<file path="src/rtl/wb_rr_arbiter2_if.sv">
// Wishbone classic bus bundle used by wb_rr_arbiter2 for both master-side and slave-side ports.
// Direction names follow the bus master: dat_w travels master->slave, dat_r slave->master.
interface wb_rr_arbiter2_if #(
   parameter int AW = 32,
   parameter int DW = 32
);
   logic            cyc;
   logic            stb;
   logic            we;
   logic [DW/8-1:0] sel;
   logic [AW-1:0]   adr;
   logic [DW-1:0]   dat_w;
   logic [DW-1:0]   dat_r;
   logic            ack;
   logic            err;

   modport master (
      output cyc, stb, we, sel, adr, dat_w,
      input  dat_r, ack, err
   );

   modport slave (
      input  cyc, stb, we, sel, adr, dat_w,
      output dat_r, ack, err
   );
endinterface

</file>
<file path="src/rtl/wb_rr_arbiter2.sv">
// Two-master Wishbone classic round-robin arbiter with a grant held for the whole bus cycle.
// Define WB_ARB_TIMEOUT_EN to add a watchdog that errors out hung slave accesses.
module wb_rr_arbiter2 #(
   parameter int AW             = 32,
   parameter int DW             = 32,
   parameter int TIMEOUT_CYCLES = 255,
   parameter int FIRST_PRIO     = 0
) (
   input  logic                    clock,
   input  logic                    reset_n,
   wb_rr_arbiter2_if.slave         m0_bus,
   wb_rr_arbiter2_if.slave         m1_bus,
   wb_rr_arbiter2_if.master        s_bus,
   output logic [1:0]              state_o
);
   localparam int SW = DW / 8;

   // Handshake: a master owns the slave from the edge it is granted until it drops cyc;
   // stb/ack/err follow Wishbone classic, so ack or err ends one access and cyc ends the cycle.

   if (TIMEOUT_CYCLES < 2 || FIRST_PRIO < 0 || FIRST_PRIO > 1) begin : g_bad_param
      $error("wb_rr_arbiter2: TIMEOUT_CYCLES must be >= 2 and FIRST_PRIO 0 or 1");
   end

   typedef enum logic [1:0] {
      IDLE = 2'd0,
      GNT0 = 2'd1,
      GNT1 = 2'd2
   } state_t;

   state_t state_q, state_d;
   logic   last_q, last_d;
   logic   g0, g1;
   logic   own_stb;
   logic   tmo;

   logic          s_we_d;
   logic [SW-1:0] s_sel_d;
   logic [AW-1:0] s_adr_d;
   logic [DW-1:0] s_dat_d;

   always_comb begin
      state_d = state_q;
      last_d  = last_q;
      case (state_q)
         IDLE: begin
            if (m0_bus.cyc && m1_bus.cyc) state_d = last_q ? GNT0 : GNT1;
            else if (m0_bus.cyc)          state_d = GNT0;
            else if (m1_bus.cyc)          state_d = GNT1;
         end
         GNT0:    if (!m0_bus.cyc) state_d = m1_bus.cyc ? GNT1 : IDLE;
         GNT1:    if (!m1_bus.cyc) state_d = m0_bus.cyc ? GNT0 : IDLE;
         default: state_d = IDLE;
      endcase
      if (state_d == GNT0 && state_q != GNT0) last_d = 1'b0;
      if (state_d == GNT1 && state_q != GNT1) last_d = 1'b1;
   end

   always_ff @(posedge clock or negedge reset_n) begin
      if (!reset_n) begin
         state_q <= IDLE;
         last_q  <= (FIRST_PRIO == 0);
      end else begin
         state_q <= state_d;
         last_q  <= last_d;
      end
   end

   assign g0      = (state_q == GNT0);
   assign g1      = (state_q == GNT1);
   assign own_stb = (g0 & m0_bus.stb) | (g1 & m1_bus.stb);
   assign state_o = state_q;

`ifdef WB_ARB_TIMEOUT_EN
   localparam int            CW      = $clog2(TIMEOUT_CYCLES + 1);
   localparam logic [CW-1:0] TMO_LIM = CW'(TIMEOUT_CYCLES);

   logic [CW-1:0] wdog_q, wdog_d;

   assign tmo = (state_q != IDLE) && (wdog_q == TMO_LIM);

   always_comb begin
      wdog_d = wdog_q;
      if ((state_d != state_q) || s_bus.ack || s_bus.err || tmo) wdog_d = '0;
      else if (own_stb)                                          wdog_d = wdog_q + CW'(1);
   end

   always_ff @(posedge clock or negedge reset_n) begin
      if (!reset_n) wdog_q <= '0;
      else          wdog_q <= wdog_d;
   end
`else
   assign tmo = 1'b0;
`endif

   always_comb begin
      s_we_d  = 1'b0;
      s_sel_d = '0;
      s_adr_d = '0;
      s_dat_d = '0;
      if (g0) begin
         s_we_d  = m0_bus.we;
         s_sel_d = m0_bus.sel;
         s_adr_d = m0_bus.adr;
         s_dat_d = m0_bus.dat_w;
      end else if (g1) begin
         s_we_d  = m1_bus.we;
         s_sel_d = m1_bus.sel;
         s_adr_d = m1_bus.adr;
         s_dat_d = m1_bus.dat_w;
      end
   end

   // Slave drive is purely combinational on the grant, so a reset drops it without a clock.
   assign s_bus.cyc   = (g0 & m0_bus.cyc) | (g1 & m1_bus.cyc);
   assign s_bus.stb   = own_stb & ~tmo;
   assign s_bus.we    = s_we_d;
   assign s_bus.sel   = s_sel_d;
   assign s_bus.adr   = s_adr_d;
   assign s_bus.dat_w = s_dat_d;

   assign m0_bus.ack   = g0 & s_bus.ack;
   assign m0_bus.err   = g0 & (s_bus.err | tmo);
   assign m0_bus.dat_r = g0 ? s_bus.dat_r : '0;
   assign m1_bus.ack   = g1 & s_bus.ack;
   assign m1_bus.err   = g1 & (s_bus.err | tmo);
   assign m1_bus.dat_r = g1 ? s_bus.dat_r : '0;
endmodule
</file>
<file path="src/flat_wrapper.sv">
// flat-port wrapper written by rule: the top's interface ports become plain ports
module wb_rr_arbiter2_flat 
#(
   parameter int AW             = 32,
   parameter int DW             = 32,
   parameter int TIMEOUT_CYCLES = 255,
   parameter int FIRST_PRIO     = 0
)
  (clock, reset_n, state_o, m0_bus_cyc, m0_bus_stb, m0_bus_we, m0_bus_sel, m0_bus_adr, m0_bus_dat_w, m0_bus_dat_r, m0_bus_ack, m0_bus_err, m1_bus_cyc, m1_bus_stb, m1_bus_we, m1_bus_sel, m1_bus_adr, m1_bus_dat_w, m1_bus_dat_r, m1_bus_ack, m1_bus_err, s_bus_cyc, s_bus_stb, s_bus_we, s_bus_sel, s_bus_adr, s_bus_dat_w, s_bus_dat_r, s_bus_ack, s_bus_err);
  wb_rr_arbiter2_if #(.AW(AW), .DW(DW)) m0_bus_i ();
  wb_rr_arbiter2_if #(.AW(AW), .DW(DW)) m1_bus_i ();
  wb_rr_arbiter2_if #(.AW(AW), .DW(DW)) s_bus_i ();
  input  logic clock;
  input  logic reset_n;
  output logic [1:0] state_o;
  input wire logic [$bits(m0_bus_i.cyc)-1:0] m0_bus_cyc;
  input wire logic [$bits(m0_bus_i.stb)-1:0] m0_bus_stb;
  input wire logic [$bits(m0_bus_i.we)-1:0] m0_bus_we;
  input wire logic [$bits(m0_bus_i.sel)-1:0] m0_bus_sel;
  input wire logic [$bits(m0_bus_i.adr)-1:0] m0_bus_adr;
  input wire logic [$bits(m0_bus_i.dat_w)-1:0] m0_bus_dat_w;
  output wire logic [$bits(m0_bus_i.dat_r)-1:0] m0_bus_dat_r;
  output wire logic [$bits(m0_bus_i.ack)-1:0] m0_bus_ack;
  output wire logic [$bits(m0_bus_i.err)-1:0] m0_bus_err;
  input wire logic [$bits(m1_bus_i.cyc)-1:0] m1_bus_cyc;
  input wire logic [$bits(m1_bus_i.stb)-1:0] m1_bus_stb;
  input wire logic [$bits(m1_bus_i.we)-1:0] m1_bus_we;
  input wire logic [$bits(m1_bus_i.sel)-1:0] m1_bus_sel;
  input wire logic [$bits(m1_bus_i.adr)-1:0] m1_bus_adr;
  input wire logic [$bits(m1_bus_i.dat_w)-1:0] m1_bus_dat_w;
  output wire logic [$bits(m1_bus_i.dat_r)-1:0] m1_bus_dat_r;
  output wire logic [$bits(m1_bus_i.ack)-1:0] m1_bus_ack;
  output wire logic [$bits(m1_bus_i.err)-1:0] m1_bus_err;
  output wire logic [$bits(s_bus_i.cyc)-1:0] s_bus_cyc;
  output wire logic [$bits(s_bus_i.stb)-1:0] s_bus_stb;
  output wire logic [$bits(s_bus_i.we)-1:0] s_bus_we;
  output wire logic [$bits(s_bus_i.sel)-1:0] s_bus_sel;
  output wire logic [$bits(s_bus_i.adr)-1:0] s_bus_adr;
  output wire logic [$bits(s_bus_i.dat_w)-1:0] s_bus_dat_w;
  input wire logic [$bits(s_bus_i.dat_r)-1:0] s_bus_dat_r;
  input wire logic [$bits(s_bus_i.ack)-1:0] s_bus_ack;
  input wire logic [$bits(s_bus_i.err)-1:0] s_bus_err;
  assign m0_bus_i.cyc = m0_bus_cyc;
  assign m0_bus_i.stb = m0_bus_stb;
  assign m0_bus_i.we = m0_bus_we;
  assign m0_bus_i.sel = m0_bus_sel;
  assign m0_bus_i.adr = m0_bus_adr;
  assign m0_bus_i.dat_w = m0_bus_dat_w;
  assign m0_bus_dat_r = m0_bus_i.dat_r;
  assign m0_bus_ack = m0_bus_i.ack;
  assign m0_bus_err = m0_bus_i.err;
  assign m1_bus_i.cyc = m1_bus_cyc;
  assign m1_bus_i.stb = m1_bus_stb;
  assign m1_bus_i.we = m1_bus_we;
  assign m1_bus_i.sel = m1_bus_sel;
  assign m1_bus_i.adr = m1_bus_adr;
  assign m1_bus_i.dat_w = m1_bus_dat_w;
  assign m1_bus_dat_r = m1_bus_i.dat_r;
  assign m1_bus_ack = m1_bus_i.ack;
  assign m1_bus_err = m1_bus_i.err;
  assign s_bus_cyc = s_bus_i.cyc;
  assign s_bus_stb = s_bus_i.stb;
  assign s_bus_we = s_bus_i.we;
  assign s_bus_sel = s_bus_i.sel;
  assign s_bus_adr = s_bus_i.adr;
  assign s_bus_dat_w = s_bus_i.dat_w;
  assign s_bus_i.dat_r = s_bus_dat_r;
  assign s_bus_i.ack = s_bus_ack;
  assign s_bus_i.err = s_bus_err;
  wb_rr_arbiter2 #(.AW(AW), .DW(DW), .TIMEOUT_CYCLES(TIMEOUT_CYCLES), .FIRST_PRIO(FIRST_PRIO)) u_core (.clock(clock), .reset_n(reset_n), .m0_bus(m0_bus_i), .m1_bus(m1_bus_i), .s_bus(s_bus_i), .state_o(state_o));
endmodule
</file>
<file path="config.mk">
export PLATFORM = sky130hd
export DESIGN_NAME = wb_rr_arbiter2_flat
export DESIGN_NICKNAME = d
export VERILOG_FILES = /design/src/rtl/wb_rr_arbiter2_if.sv /design/src/rtl/wb_rr_arbiter2.sv /design/src/flat_wrapper.sv
export SDC_FILE = /design/constraint.sdc
export NUM_CORES = 1
export LEC_CHECK = 0
export CORE_AREA = 2 2 123 125
export CTS_BUF_LIST = sky130_fd_sc_hd__clkbuf_4
export DETAILED_ROUTE_END_ITERATION = 7
export DIE_AREA = 0 0 125 127
export HOLD_SLACK_MARGIN = 0.1
export PLACE_DENSITY = 0.6
export SYNTH_ARGS = -nofsm -noshare
export SYNTH_HDL_FRONTEND = slang
export SYNTH_SLANG_ARGS = --single-unit
export TNS_END_PERCENT = 30
</file>
<file path="constraint.sdc">
create_clock -name clock -period 1.9 [get_ports clock]
set_input_delay 0.38 -clock clock [delete_from_list [all_inputs] [get_ports clock]]
set_output_delay 0.38 -clock clock [all_outputs]
set_load 0.02 [all_outputs]
</file>
# == Word level (Yosys, flattened, before mapping) ==
# Index checks and enable logic that the tools add are counted.
# op_classes
shifts,0
addsub,0
muxes,21
eq_ne,6
n_bitwise,10
n_mul,0
n_reduce_logical,5
n_lt_le_gt_ge,0
div_mod_pow,0
# ops
operator,n
32-bit two-way mux,6
2-bit two-way mux,7
1-bit AND,8
4-bit two-way mux,2
2-bit one-hot mux with 3 select lines,1
1-bit two-way mux,5
"2-bit by 1-bit == test with 1-bit output, second input constant",2
"2-bit == test, second input constant",2
1-bit logical AND,3
2-bit logical NOT,1
"2-bit by 1-bit != test with 1-bit output, second input constant",1
"2-bit != test, second input constant",1
1-bit bitwise OR,2
2-bit nonzero test,1
# word_totals
mem_bits_ro,0
latchBits,0
mem_bits_rw,0
input_bits,178
register_bits,3
wordCells,44
output_inout_bits,141
n_memories,0

# == Depth between registers and ports, before layout ==
# Gate-level depths: netlist of run 1.
# logic_depth
depth_word,8
depth_mapped,5

# == Least setup slack after synthesis of run 1 ==
# No wires, ideal clock.
# synth_path
kind,reg2out
from,register u_core.state_q[0] (netlist: u_core.state_o[0])
to,output port s_bus_dat_w[15]
setup_slack_ns,0.159
t_arrival_ns,1.361
stages_incl_launch_ff,6
cell_sequence,dfrtp_1 -> nor2b_1 -> buf_4 -> buf_6 -> buf_6 -> a22o_1
# synth_between
elab_chain_len,3
# synth_lines
item,line_no,text
from (decl),wb_rr_arbiter2.sv:31,"state_t state_q, state_d;"
from (signal assigned),wb_rr_arbiter2.sv:64,state_q <= state_d;
2-bit == test,wb_rr_arbiter2.sv:70,assign g1 = (state_q == GNT1);
32-bit two-way mux,wb_rr_arbiter2.sv:106,end else if (g1) begin
32-bit two-way mux *,wb_rr_arbiter2.sv:101,if (g0) begin
to (decl),flat_wrapper.sv:39,output wire logic [$bits(s_bus_i.dat_w)-1:0] s_bus_dat_w;
# Mark *: on every way between the ends. The rest lies on a longest branch, timed or not.

# == Worst setup path after layout of run 1 ==
# layout_path
from,register u_core.state_q[0] (netlist: u_core.state_o[0])
to,output port s_bus_dat_w[31]
# Same word-level chain as after synthesis.

==> results of run 1 <==
==> worst max-delay path, cell delays in order, from the launching register on <==
cell and delay, ns:
dfrtp_1 0.42, nor2b_4 0.16, buf_6 0.13, buf_12 0.16
a22o_1 0.26, buf_4 0.16
==> sequential cells by signal, indices dropped and copies added, names as in the netlist <==
name,flops
u_core.last_q,1
u_core.state_o,2
==> synth_stat cells (all sizes together), types with 2 or more instances <==
cell type | count | area share
dfrtp | 2 | 0.037
and2 | 70 | 0.33
o22ai | 2 | 0.0093
nor2 | 2 | 0.0075
a22o | 71 | 0.46
buf | 18 | 0.091
clkbuf | 5 | 0.014
nor2b | 2 | 0.0093
==> final cells by class <==
cell class | instances | area (um2) | area share
inverter | 1 | 3.75 | 0.000796
timing repair buffer | 342 | 3220 | 0.682
tap | 184 | 230 | 0.0488
multi-input combinational | 151 | 1160 | 0.246
clock buffer | 4 | 30.0 | 0.00636
sequential | 3 | 76.3 | 0.0162
==> cells by family (layout without fill, tap and decap cells) <==
| kind of cell | after synthesis | in the layout | share of synthesized area |
|---|---|---|---|
| buffers and inverters | 24 | 347 | 0.107 |
| AND/OR/NAND/NOR | 76 | 76 | 0.353 |
| AO/OA/AOI/OAI | 75 | 75 | 0.482 |
| flip-flops | 3 | 3 | 0.0570 |
==> repair_timing <==
item | in CTS | in global routing
pin swaps | 7 | 25
setup endpoints to repair | 138 | 140
endpoints found under the hold margin | 0 | 0
buffers inserted | 8 | 1
resized for setup | 607 | 89
cloned | 4 | 4
==> final timing paths <==
path / startpoint / to / slack [ns] / depth (start not counted)
max in group asynchronous: reset_n / u_core.last_q$_DFFE_PN1P_ / 1.35 / 1
hold / removal: reset_n / u_core.state_o[0]$_DFF_PN0_ / 0.32 / 1
setup reg to reg: u_core.state_o[0]$_DFF_PN0_ / u_core.last_q$_DFFE_PN1P_ / 0.47 / 4
setup / recovery: u_core.state_o[0]$_DFF_PN0_ / s_bus_dat_w[31] / -0.03 / 5
min in group clock: u_core.last_q$_DFFE_PN1P_ / u_core.last_q$_DFFE_PN1P_ / 0.51 / 2
hold reg to reg: u_core.last_q$_DFFE_PN1P_ / u_core.last_q$_DFFE_PN1P_ / 0.51 / 2
==> layer usage <==
metal  part of all wire  GRT usage  wire (um)  up-vias
met3              0.081     0.0318        948        6
met2               0.51      0.234       6010      167
li1                   -          -          -     1317
met1               0.40      0.146       4650     1258
met5                  0          0          0        -
met4             0.0063     0.0209         74        0
==> power by group through the flow <==
| stage | clock, mW | combinational, mW | sequential (mW) |
|---|---|---|---|
| floorplan | 0 | 0.996 | 0.100 |
| global placement | 0 | 2.17 | 0.0922 |
| detailed placement | 0 | 2.19 | 0.0928 |
| CTS | 0.136 | 2.11 | 0.0924 |
| global route | 0.141 | 2.43 | 0.0949 |
| finish | 0.133 | 2.31 | 0.0927 |
==> summary.txt, run 1 <==
Global route
  • Gr ovfl total: 0
  • Vias in the first global route: 2749
  • Initial antenna violation count: 0
  • Largest net degree at the start of global routing: 46
  • Gr usage total: 0.125
  • First-pass GRT wire length: 16000 um

Drt
  • Vias per cell: 4.01
  • Initial drt markers: 67
  • Routed Antenna Nets: 0
  • DRC: 0
  • Via count: 2748
  • First drt pass iteration count: 4
  • DRT Wirelength: 11700 um
  • DR WL/cell: 17.1 um

Floorplanning
  • Io pins: 319
  • Die area: 15900 um2
  • Initial Util: 0.0928
  • Chip Width: 125 um
  • Core area: 14400 um2
  • # rows: 44
  • Die Span Y: 127 um

Pwr
  • Leak: 2.21 nW
  • NetSw: 1.14 mW
  • Clock power frac: 0.052
  • Internal power: 1.39 mW
  • Peak supply drop: 0.193 mV
  • Total power: 2.53 mW
  • Pwr/cell area: 537 nW/um2
  • Net Sw Frac: 0.451
  • Power share of the combinational group: 0.911
  • Seq pwr share: 0.037

Timing
  • Worst clock skew: 0.00127 ns
  • Fin crit share: 1.02
  • Hold Fails Final Rpt: 0
  • Slew @ Worst Pin: 0.233 ns
  • Setup slack after layout: -0.0292 ns
  • Final Max Tran Viols: 0
  • Final setup viols: 23
  • Post-layout min period: 1.93 ns
  • Hold_ws: 0.323 ns
  • RSZ-0062 raised after global routing: true
  • Max Clk Rate: 0.518 GHz
  • Slew HR: 0.844
  • Total negative slack: -0.282 ns

Worst setup path
  • CP Class: reg -> out
  • Req. time, crit path: 1.52 ns
  • Crit-path max FO: 45
  • Crit path DAT: 1.55 ns
  • Critical path launch point type: register
  • Setup crit end kind: primary output

Run status
  • Violated checks: setup timing
  • Status: finished, violations left

Finish
  • Most frequent cells in the layout: clkdlybuf4s50_1, a22o_1, buf_2
  • Layout Nets: 680
  • P&R area growth vs syn: 252%
  • Util after Layout: 0.327
  • Most common cell after layout, fill and taps aside: clkdlybuf4s50_1
  • Fillers: 1508
  • Ratio of cells with drive above 1 in the final layout: 0.367
  • Finished Cell Area: 4720 um2
  • Antenna fix cells: 0
  • Post-route insts no fill: 685

Placed design
  • Post-Place Cell Area: 4740 um2
  • Dpl ws: -0.265 ns
  • Placed cells: 666
  • GPL Wtd Cong: 0.836
  • HPWL Detailed: 8340 um
  • Buffers on Ports: 318

Logic synthesis
  • Yosys cell types: 17
  • Mean area per synthesized cell: 7.52 um2
  • Post-synthesis sequential area ratio: 0.0570
  • Post-Synthesis Cells: 178
  • Synth async-reset ratio: 1.00
  • Top_reg_cell synth: dfrtp_1
  • EDFF count, synth: 0
  • Synthesized flop and latch total: 3
  • Post-Syn Area: 1340 um2
  • Synthesis Warnings: 0
  • Synthesized Nets: 356

CTS
  • CTS Buf Count: 3
  • H-tree depth: 1
  • Clock network latency to the later pin of the worst-skew pair: 0.24 ns
  • Clock sink total: 3
  • Clock buffer depth: 2
  • TritonCTS clock tree: done
  • # hold bufs at CTS: 0
  • Root buffer cell: clkbuf_4
  • Clock-pin slew on the worst setup and hold paths: 0.04 ns

Run
  • Maxcap violations: 0

Worst hold path
  • HP Class: in -> async
Power figures use the tool's default switching activity.
==> inputs of run 2 (changes only) <==
--- a/config.mk
+++ b/config.mk
@@ -9,8 +9,10 @@
 export CTS_BUF_LIST = sky130_fd_sc_hd__clkbuf_4
 export DETAILED_ROUTE_END_ITERATION = 7
 export DIE_AREA = 0 0 125 127
+export DONT_BUFFER_PORTS = 1
 export HOLD_SLACK_MARGIN = 0.1
-export PLACE_DENSITY = 0.6
+export PLACE_DENSITY = 0.31
+export SLEW_MARGIN = 20
 export SYNTH_ARGS = -nofsm -noshare
 export SYNTH_HDL_FRONTEND = slang
 export SYNTH_SLANG_ARGS = --single-unit
==> summary.txt, run 2 (synthesis results as in run 1) <==
Timing
  • Final setup viols: 0 (was 23)
  • Hold Fails Final Rpt: 0 (unchanged)
  • Max Clk Rate: 0.529 GHz (was 0.518 GHz)
  • Final Max Tran Viols: 0 (unchanged)
  • Post-layout min period: 1.89 ns (was 1.93 ns)
  • Slew HR: 0.831 (was 0.844)
  • Fin crit share: 0.995 (was 1.02)
  • Total negative slack: 0 ns (was -0.282 ns)
  • Slew @ Worst Pin: 0.254 ns (was 0.233 ns)
  • RSZ-0062 raised after global routing: true (unchanged)
  • Worst clock skew: 0.000825 ns (was 0.00127 ns)

Global route
  • First-pass GRT wire length: 8060 um (was 16000 um)
  • GRT met2 Usage: 0.123 (was 0.234)
  • GR Layer Usage met1: 0.0688 (was 0.146)
  • Largest net degree at the start of global routing: 58 (was 46)
  • Gr usage total: 0.0662 (was 0.125)
  • Vias in the first global route: 1321 (was 2749)
  • Global route hottest layer: met2 (unchanged)
  • Initial antenna violation count: 1 (was 0)
  • Met3 Track Usage GR: 0.0214 (was 0.0318)
  • Gr ovfl total: 0 (unchanged)

CTS
  • Root buffer cell: clkbuf_4 (unchanged)
  • Clock network latency to the later pin of the worst-skew pair: 0.23 ns (was 0.24 ns)
  • Clock buffer depth: 2 (unchanged)
  • H-tree depth: 1 (unchanged)
  • Clock-pin slew on the worst setup and hold paths: 0.04 ns (about the same)
  • Clock sink total: 3 (unchanged)
  • CTS Buf Count: 3 (unchanged)
  • TritonCTS clock tree: done (unchanged)

Worst setup path
  • CP Class: reg -> out (unchanged)
  • Crit-path cells: inv_2 -> nor2_4 -> buf_12 -> buf_12 -> a22o_1 -> buf_4 (was nor2b_4 -> buf_6 -> buf_12 -> a22o_1 -> buf_4)
  • CP peak stage delay: 0.44 ns (was 0.42 ns)
  • Req. time, crit path: 1.52 ns (about the same)
  • Slowest cell on crit path: dfrtp_2 (was dfrtp_1)
  • Critical path launch point type: register (unchanged)
  • Crit path DAT: 1.51 ns (was 1.55 ns)
  • CP top delay family: buffers and inverters (unchanged)
  • Critical path buffers and inverters: 4 (was 3)
  • Setup crit end kind: primary output (unchanged)
  • Most common cell type on the critical path: buf_12
  • Crit-path max FO: 24 (was 45)

Finish
  • Most common cell after layout, fill and taps aside: a22o_1 (was clkdlybuf4s50_1)
  • Layout Nets: 362 (was 680)
  • Most frequent cells in the layout: a22o_1, and2_1, and2_2 (was clkdlybuf4s50_1, a22o_1, buf_2)
  • Ratio of cells with drive above 1 in the final layout: 0.415 (was 0.367)
  • Max reg flops: 2 (unchanged)
  • Finished Cell Area: 1890 um2 (was 4720 um2)
  • Post-route insts no fill: 368 (was 685)
  • P&R area growth vs syn: 41.3% (was 252%)
  • Util after Layout: 0.131 (was 0.327)

Placed design
  • HPWL Detailed: 5510 um (was 8340 um)
  • Buffers on Ports: 0 (was 318)
  • Placed cells: 353 (was 666)
  • GPL Wtd Cong: 0.769 (was 0.836)
  • Post-Place Cell Area: 1620 um2 (was 4740 um2)

Worst hold path
  • HP Class: in -> reg (was in -> async)

Pwr
  • Total power: 1.54 mW (was 2.53 mW)
  • Leak: 0.759 nW (was 2.21 nW)
  • Pwr/cell area: 814 nW/um2 (was 537 nW/um2)
  • Peak supply drop: 0.142 mV (was 0.193 mV)

Run status
  • Status: finished clean (was finished, violations left)

Floorplanning
  • Io pins: 319 (unchanged)
  • # rows: 44 (unchanged)
  • Initial Util: 0.0928 (unchanged)
  • Die area: 15900 um2 (unchanged)
  • Core area: 14400 um2 (unchanged)
  • Die Span Y: 127 um (unchanged)
  • Chip Width: 125 um (unchanged)

Drt
  • DR WL/cell: 19.5 um (was 17.1 um)
  • DRT Wirelength: 7190 um (was 11700 um)
  • Vias per cell: 4.32 (was 4.01)
  • Initial drt markers: 81 (was 67)
  • First drt pass iteration count: 4 (unchanged)
  • Routed Antenna Nets: 0 (unchanged)
  • Via count: 1589 (was 2748)
  • DRC: 0 (unchanged)

Run
  • Maxcap violations: 0 (unchanged)
[run 2: changes by cell type in the layout (fill, tap and decap cells not counted), sizes merged]
cell / previous run / this run
buf: 160 / 19
diode: 0 / 1
dlygate4sd3: 0 / 1
clkdlybuf4s50: 178 / 0
[run 2: worst paths after layout]
check                                               to                        start  slack [ns]  cells past startpoint
setup / recovery                         s_bus_adr[20]  u_core.state_o[1]$_DFF_PN0_       0.009                      6
hold / removal               u_core.last_q$_DFFE_PN1P_                   m0_bus_cyc        0.23                      1
setup reg to reg             u_core.last_q$_DFFE_PN1P_  u_core.state_o[0]$_DFF_PN0_        0.55                      3
hold reg to reg              u_core.last_q$_DFFE_PN1P_    u_core.last_q$_DFFE_PN1P_        0.53                      2
max in group asynchronous    u_core.last_q$_DFFE_PN1P_                      reset_n        1.25                      1
min in group asynchronous  u_core.state_o[0]$_DFF_PN0_                      reset_n        0.42                      1
[run 2: repair_timing]
| item | 4_1_cts | 5_1_grt |
|---|---|---|
| gates cloned | 0 | 4 |
| hold buffers | 1 | 0 |
| endpoints found under the setup margin | 14 | 32 |
| gates resized for setup | 1 | 44 |
| endpoints found under the hold margin | 3 | 0 |
| buffers inserted | 0 | 5 |
| pin swaps | 0 | 2 |
[run 2: where the power goes]
group | switching (mW) | internal (mW)
Clock | 0.0318 | 0.0928
Sequential | 0.0155 | 0.0801
Combinational | 0.845 | 0.474
[run 2: worst reg2reg max path: cells and delay by family, from the launching register on]
family,cells,cell delay [ns]
simple gates,1,0.46
flops,1,0.41
compound gates,1,0.21
buf+inv,1,0.19
[run 2: through the flow]
stage                     hold WS (ns)  setup WS (ns)
final                            0.232        0.00926
after floorplan                 0.0844          0.160
after detailed placement        0.0850          0.197
after CTS                        0.223        0.00994
after global routing             0.236        -0.0707
after global placement          0.0850          0.231
[run 2: layout make-up]
type / instances / area [um2]
Antenna cell: 1 / 2.50
Sequential cell: 3 / 77.6
Multi-Input combinational cell: 151 / 1210
Fill cell: 1652 / 12500
Timing Repair Buffer: 24 / 340
Inverter: 1 / 3.75
Tap cell: 184 / 230
Clock buffer: 4 / 30.0
[run 2: per-layer routing]
layer,part of all wire,vias up
li1,-,671
met1,0.34,760
met4,0.017,0
met5,0,-
met2,0.55,152
met3,0.095,6
